--- src/rtl/card_dealer.sv ---
// Single-deck card dealer: arbitrates player/dealer requests and deals
// cards without replacement, using a free-running counter as the draw.
module card_dealer #(
    parameter int DECK_SIZE = 52,
    parameter int IDX_W     = 6
) (
    input  logic             i_clk,
    input  logic             i_reset_n,
    input  logic             i_shuffle,
    input  logic             i_req_player,
    input  logic             i_req_dealer,
    output logic             o_grant_player,
    output logic             o_grant_dealer,
    output logic             o_card_valid,
    output logic [IDX_W-1:0] o_card_index,
    output logic [3:0]       o_card_rank,
    output logic [1:0]       o_card_suit,
    output logic [IDX_W-1:0] o_cards_left,
    output logic             o_deck_empty,
    output logic             o_busy
);

    localparam logic [1:0] S_IDLE    = 2'd0;
    localparam logic [1:0] S_PROBE   = 2'd1;
    localparam logic [1:0] S_DELIVER = 2'd2;

    localparam logic [IDX_W-1:0] LAST_IDX = IDX_W'(DECK_SIZE - 1);
    localparam logic [IDX_W-1:0] FULL     = IDX_W'(DECK_SIZE);
    localparam logic [IDX_W-1:0] ONE      = IDX_W'(1);
    localparam logic [IDX_W-1:0] THIRTEEN = IDX_W'(13);

    logic [1:0]           state;
    logic [IDX_W-1:0]     rnd;
    logic [IDX_W-1:0]     probe;
    logic [IDX_W-1:0]     cards_left;
    logic [DECK_SIZE-1:0] used;
    logic                 last_dealer;
    logic                 win_dealer;
    logic                 pick_dealer;
    logic                 any_req;

    // Returns {suit, rank}; repeated subtraction avoids a divider.
    function automatic logic [5:0] card_of(input logic [IDX_W-1:0] idx);
        logic [IDX_W-1:0] r;
        logic [2:0]       q;
        r = idx;
        q = 3'd0;
        for (int k = 0; k < 4; k++) begin
            if (r >= THIRTEEN) begin
                r = r - THIRTEEN;
                q = q + 3'd1;
            end
        end
        return {q[1:0], 4'(r) + 4'd1};
    endfunction

    assign any_req = i_req_player | i_req_dealer;

    always_comb begin
        pick_dealer = i_req_dealer;
        if (i_req_player && i_req_dealer) begin
            pick_dealer = !last_dealer;
        end
    end

    always_ff @(posedge i_clk or negedge i_reset_n) begin
        if (!i_reset_n) begin
            rnd <= '0;
        end else if (rnd == LAST_IDX) begin
            rnd <= '0;
        end else begin
            rnd <= rnd + ONE;
        end
    end

    always_ff @(posedge i_clk or negedge i_reset_n) begin
        if (!i_reset_n) begin
            state        <= S_IDLE;
            probe        <= '0;
            cards_left   <= FULL;
            used         <= '0;
            last_dealer  <= 1'b1;
            win_dealer   <= 1'b0;
            o_card_index <= '0;
            o_card_rank  <= '0;
            o_card_suit  <= '0;
        end else begin
            if (i_shuffle) begin
                used       <= '0;
                cards_left <= FULL;
            end
            case (state)
                S_IDLE: begin
                    if (!i_shuffle && any_req && cards_left != '0) begin
                        win_dealer <= pick_dealer;
                        probe      <= rnd;
                        state      <= S_PROBE;
                    end
                end
                S_PROBE: begin
                    if (i_shuffle) begin
                        state <= S_IDLE;
                    end else if (!used[probe]) begin
                        used[probe]  <= 1'b1;
                        cards_left   <= cards_left - ONE;
                        o_card_index <= probe;
                        {o_card_suit, o_card_rank} <= card_of(probe);
                        state        <= S_DELIVER;
                    end else if (probe == LAST_IDX) begin
                        probe <= '0;
                    end else begin
                        probe <= probe + ONE;
                    end
                end
                S_DELIVER: begin
                    // A shuffle here already cleared the mask above,
                    // so the delivered card goes back into the deck.
                    last_dealer <= win_dealer;
                    state       <= S_IDLE;
                end
                default: state <= S_IDLE;
            endcase
        end
    end

    assign o_card_valid   = (state == S_DELIVER);
    assign o_grant_player = o_card_valid && !win_dealer;
    assign o_grant_dealer = o_card_valid && win_dealer;
    assign o_cards_left   = cards_left;
    assign o_deck_empty   = (cards_left == '0);
    assign o_busy         = (state == S_PROBE) || (state == S_DELIVER);

endmodule

--- config.mk ---
export PLATFORM = sky130hd
export DESIGN_NAME = card_dealer
export DESIGN_NICKNAME = d
export VERILOG_FILES = /design/src/rtl/card_dealer.sv
export SDC_FILE = /design/constraint.sdc
export NUM_CORES = 1
export LEC_CHECK = 0
export CAP_MARGIN = 20
export CORE_MARGIN = 4
export CORE_UTILIZATION = 54
export CTS_CLUSTER_SIZE = 24
export DETAILED_ROUTE_END_ITERATION = 12
export PLACE_DENSITY = 0.76
export SLEW_MARGIN = 20
export SYNTH_ARGS = -nofsm -noshare
export SYNTH_HDL_FRONTEND = slang
export SYNTH_SLANG_ARGS = --single-unit
--- constraint.sdc ---
create_clock -name i_clk -period 3.55 [get_ports i_clk]
set_input_delay 0.5325 -clock i_clk [delete_from_list [all_inputs] [get_ports i_clk]]
set_output_delay 0.5325 -clock i_clk [all_outputs]
set_load 0.05 [all_outputs]
==> results.cfg <==
[yosys]
synth_edf_count = 0
ys.flop_type = dfrtp_1
yosysWarningCount = 0
synth.distinct_cells = 80
async_reset_ff_frac = 1.00
synthesis.area_mm2 = 0.00505
syn_inst = 546
synth-seq-area-share = 0.427
avgSynthCellArea_um2 = 9.26
synth_seq_cells = 86
syn-num-nets = 563

[cells_and_area]
n_antenna_cell = 0
fillers = 753
layout.cells.non_filler = 699
synthToLayoutAreaGrowth_pct = 14.7
seq_area_mm2 = 0.00216
multiInputGateArea_mm2 = 0.00259
nets = 601
layout-drive-gt1-share = 0.167

[place]
pre_cts_slack_ns = 0.118
io_buffers = 27
dpl.hpwl_um = 8220
gp_congestion = 0.864
dp_cells = 678

[timing]
fin_crit_ns = 3.42
finalSetupTns_ns = 0
tightest_slew_ns = 0.775
slew_headroom = 0.484
fmax_ghz = 0.293
finClkSkew_ns = 0.0116
finalCritPeriodShare = 0.962
fin_ws_ns = 0.134
hold_viol = 0
slew_viol_final = 0
finalSetupViolCount = 0

[flow_run]
maxCapViolCount = 0

[floorplan]
dieArea_mm2 = 0.0110
die_x_um = 105
rows = 35
die_y_um = 105
io-pin-count = 28
start_util = 0.550
coreArea_mm2 = 0.00920

[routing]
wirelength_um = 12000
vias = 4229
via_per_inst = 6.05
first_iter_violations = 357
dr.pass1.iters = 5
ant_nets = 0
drc = 0
wire_per_inst_um = 17.1

[setup_path]
cp-end-kind = flip-flop
path_cells = buf_4 > and4bb_2 > mux2i_1 > o32ai_2 > or2_0 > or4_1 > nand4b_1 > buf_4 > a31oi_2 > xnor2_1 > ha_1 > or4_1 > nand3_1
crit_slowest_cell = or4_1
cpPeakStageDelay_ns = 0.52
start_kind = flip-flop
crit_arrival_ns = 3.72
ff2ff_path_depth = 13
crit_fanout = 20
reg2reg_from = probe[1]$_DFFE_PN0P_
critical_path_class = flip-flop to flip-flop
cp_top_family = simple AND/OR/NAND/NOR gates
cp_num_cells = 13
worstPathRequired_ns = 3.86
reg2reg_to = o_card_rank[2]$_DFFE_PN0P_
ff2ff_setup_slack_ns = 0.13
path_buf_inv = 2

[clock_network]
ctsLongestPathBuffers = 2
clock_latency_ns = 0.36
cts_inserted_buffers = 9
cts_tree = yes
cts_root_buffer = clkbuf_8
cts_num_sinks = 86
path_clk_slew_ns = 0.09
cts.htree.levels = 3

[global_routing]
grt_pass1_wl_um = 20100
grt_max_degree = 87
antenna_found_initial = 0
first_global_vias = 4081
grt_remaining_overflow = 0
grt_usage = 0.222

[hold_path]
hold_class = input port to async pin

[outcome]
outcome = finished clean

[pwr]
leakage_nw = 2.42
powerDensity_mw_per_mm2 = 1040
irDropWorstVdd_v = 0.000553
==> metrics by stage <==
step | util | instance area, µm² | hold WS (ns) | power [W]
2_1_floorplan | - | 5070 | 0.237 | 0.00401
3_3_place_gp | 0.600 | 5520 | 0.462 | 0.00497
3_5_place_dp | 0.600 | 5520 | 0.469 | 0.00505
4_1_cts | 0.619 | 5700 | 0.410 | 0.00573
5_1_grt | 0.630 | 5790 | 0.267 | 0.00642
6_report | 0.630 | 5790 | 0.209 | 0.00602
==> per-layer routing <==
layer  GRT usage  vias up  share of wire
met5           0        -              0
met4      0.0853        0          0.021
met3      0.0432       24          0.045
met2       0.348      126           0.48
met1       0.306     2051           0.45
li1            -     2028              -
==> worst max path at each step <==
stage | endpoint | slack [ns] | start
finish | o_card_rank[2]$_DFFE_PN0P_ | 0.13 | probe[1]$_DFFE_PN0P_
global route | o_card_rank[2]$_DFFE_PN0P_ | -0.05 | probe[0]$_DFFE_PN0P_
CTS | o_card_rank[2]$_DFFE_PN0P_ | 0.09 | probe[0]$_DFFE_PN0P_
detailed placement | o_card_rank[2]$_DFFE_PN0P_ | 0.12 | probe[0]$_DFFE_PN0P_
global placement | o_cards_left[3]$_DFF_PN0_ | 0.23 | probe[1]$_DFFE_PN0P_
floorplan | o_card_rank[2]$_DFFE_PN0P_ | 0.03 | probe[1]$_DFFE_PN0P_
==> registers in the layout (all words and copies together) (netlist names) <==
signal	count
probe	6
last_dealer	1
state	2
o_card_index	6
o_cards_left	6
o_card_rank	4
rnd	6
win_dealer	1
used	52
o_card_suit	2
==> report_power, final <==
| part | internal, W | switching [W] | leakage [nW] |
|---|---|---|---|
| logic | 0.00168 | 0.00237 | 1.19 |
| clock network | 0.000321 | 0.000356 | 0.0931 |
| registers | 0.00114 | 0.000144 | 1.14 |
| total | 0.00315 | 0.00287 | 2.42 |
==> placed cells by master, fill, tap and decap left out, types with 4 or more instances in the layout <==
cell type and n:
dfstp_2 4, dfrtp_1 82, nand2_1 52, ha_1 10, mux2i_1 8, nand2b_1 8
inv_1 43, nor2b_1 11, o21bai_1 4, o211ai_1 4, mux4_2 6, nand3b_1 4
mux2_2 5, clkdlybuf4s50_1 25, nor2_1 41, o22ai_1 33, a31oi_1 10, nand3_1 11
xnor2_1 13, nor3_1 14, buf_4 36, o21ai_0 28, a21oi_1 30, clkbuf_8 9
==> cell usage after synthesis, drive strengths merged (4+ instances only) <==
cell type / instances / share of area
dfrtp: 82 / 0.41
nand2: 52 / 0.039
inv: 46 / 0.034
nor2: 44 / 0.036
o21ai: 34 / 0.036
o22ai: 34 / 0.043
a21oi: 31 / 0.031
clkbuf: 21 / 0.016
buf: 16 / 0.022
nor3: 14 / 0.014
xnor2: 13 / 0.023
ha: 12 / 0.030
a31oi: 11 / 0.015
nand3: 11 / 0.011
nor2b: 11 / 0.014
mux2i: 8 / 0.016
nand2b: 8 / 0.0099
mux2: 6 / 0.013
mux4: 6 / 0.027
o211ai: 6 / 0.014
o31ai: 5 / 0.0084
or2: 5 / 0.0062
a221oi: 4 / 0.0094
dfstp: 4 / 0.021
nand3b: 4 / 0.0059
o21bai: 4 / 0.0059
==> area by class of cell <==
cell class / count / area share
well taps: 111 / 0.0240
repair buffers: 64 / 0.0961
clock buffers: 11 / 0.0227
inverters: 46 / 0.0302
multi-input cells: 377 / 0.446
clock inverters: 4 / 0.00842
flip-flops and latches: 86 / 0.372
==> kinds of logic after synthesis <==
kind of cell | count (synthesis) | synth area share
simple gates | 172 | 0.173
mux | 20 | 0.0560
compound gates | 159 | 0.218
flops | 86 | 0.427
buf+inv | 83 | 0.0718
fa+ha+maj | 12 | 0.0297
xor+xnor | 14 | 0.0243
==> timing repair <==
| item | 4_1_cts | 5_1_grt |
|---|---|---|
| endpoints found under the setup margin | 0 | 3 |
| hold endpoints to repair | 0 | 0 |
| hold buffers | 0 | 0 |
| setup buffers | 0 | 6 |
| gates resized for setup | 0 | 6 |
Power figures use the tool's default switching activity.
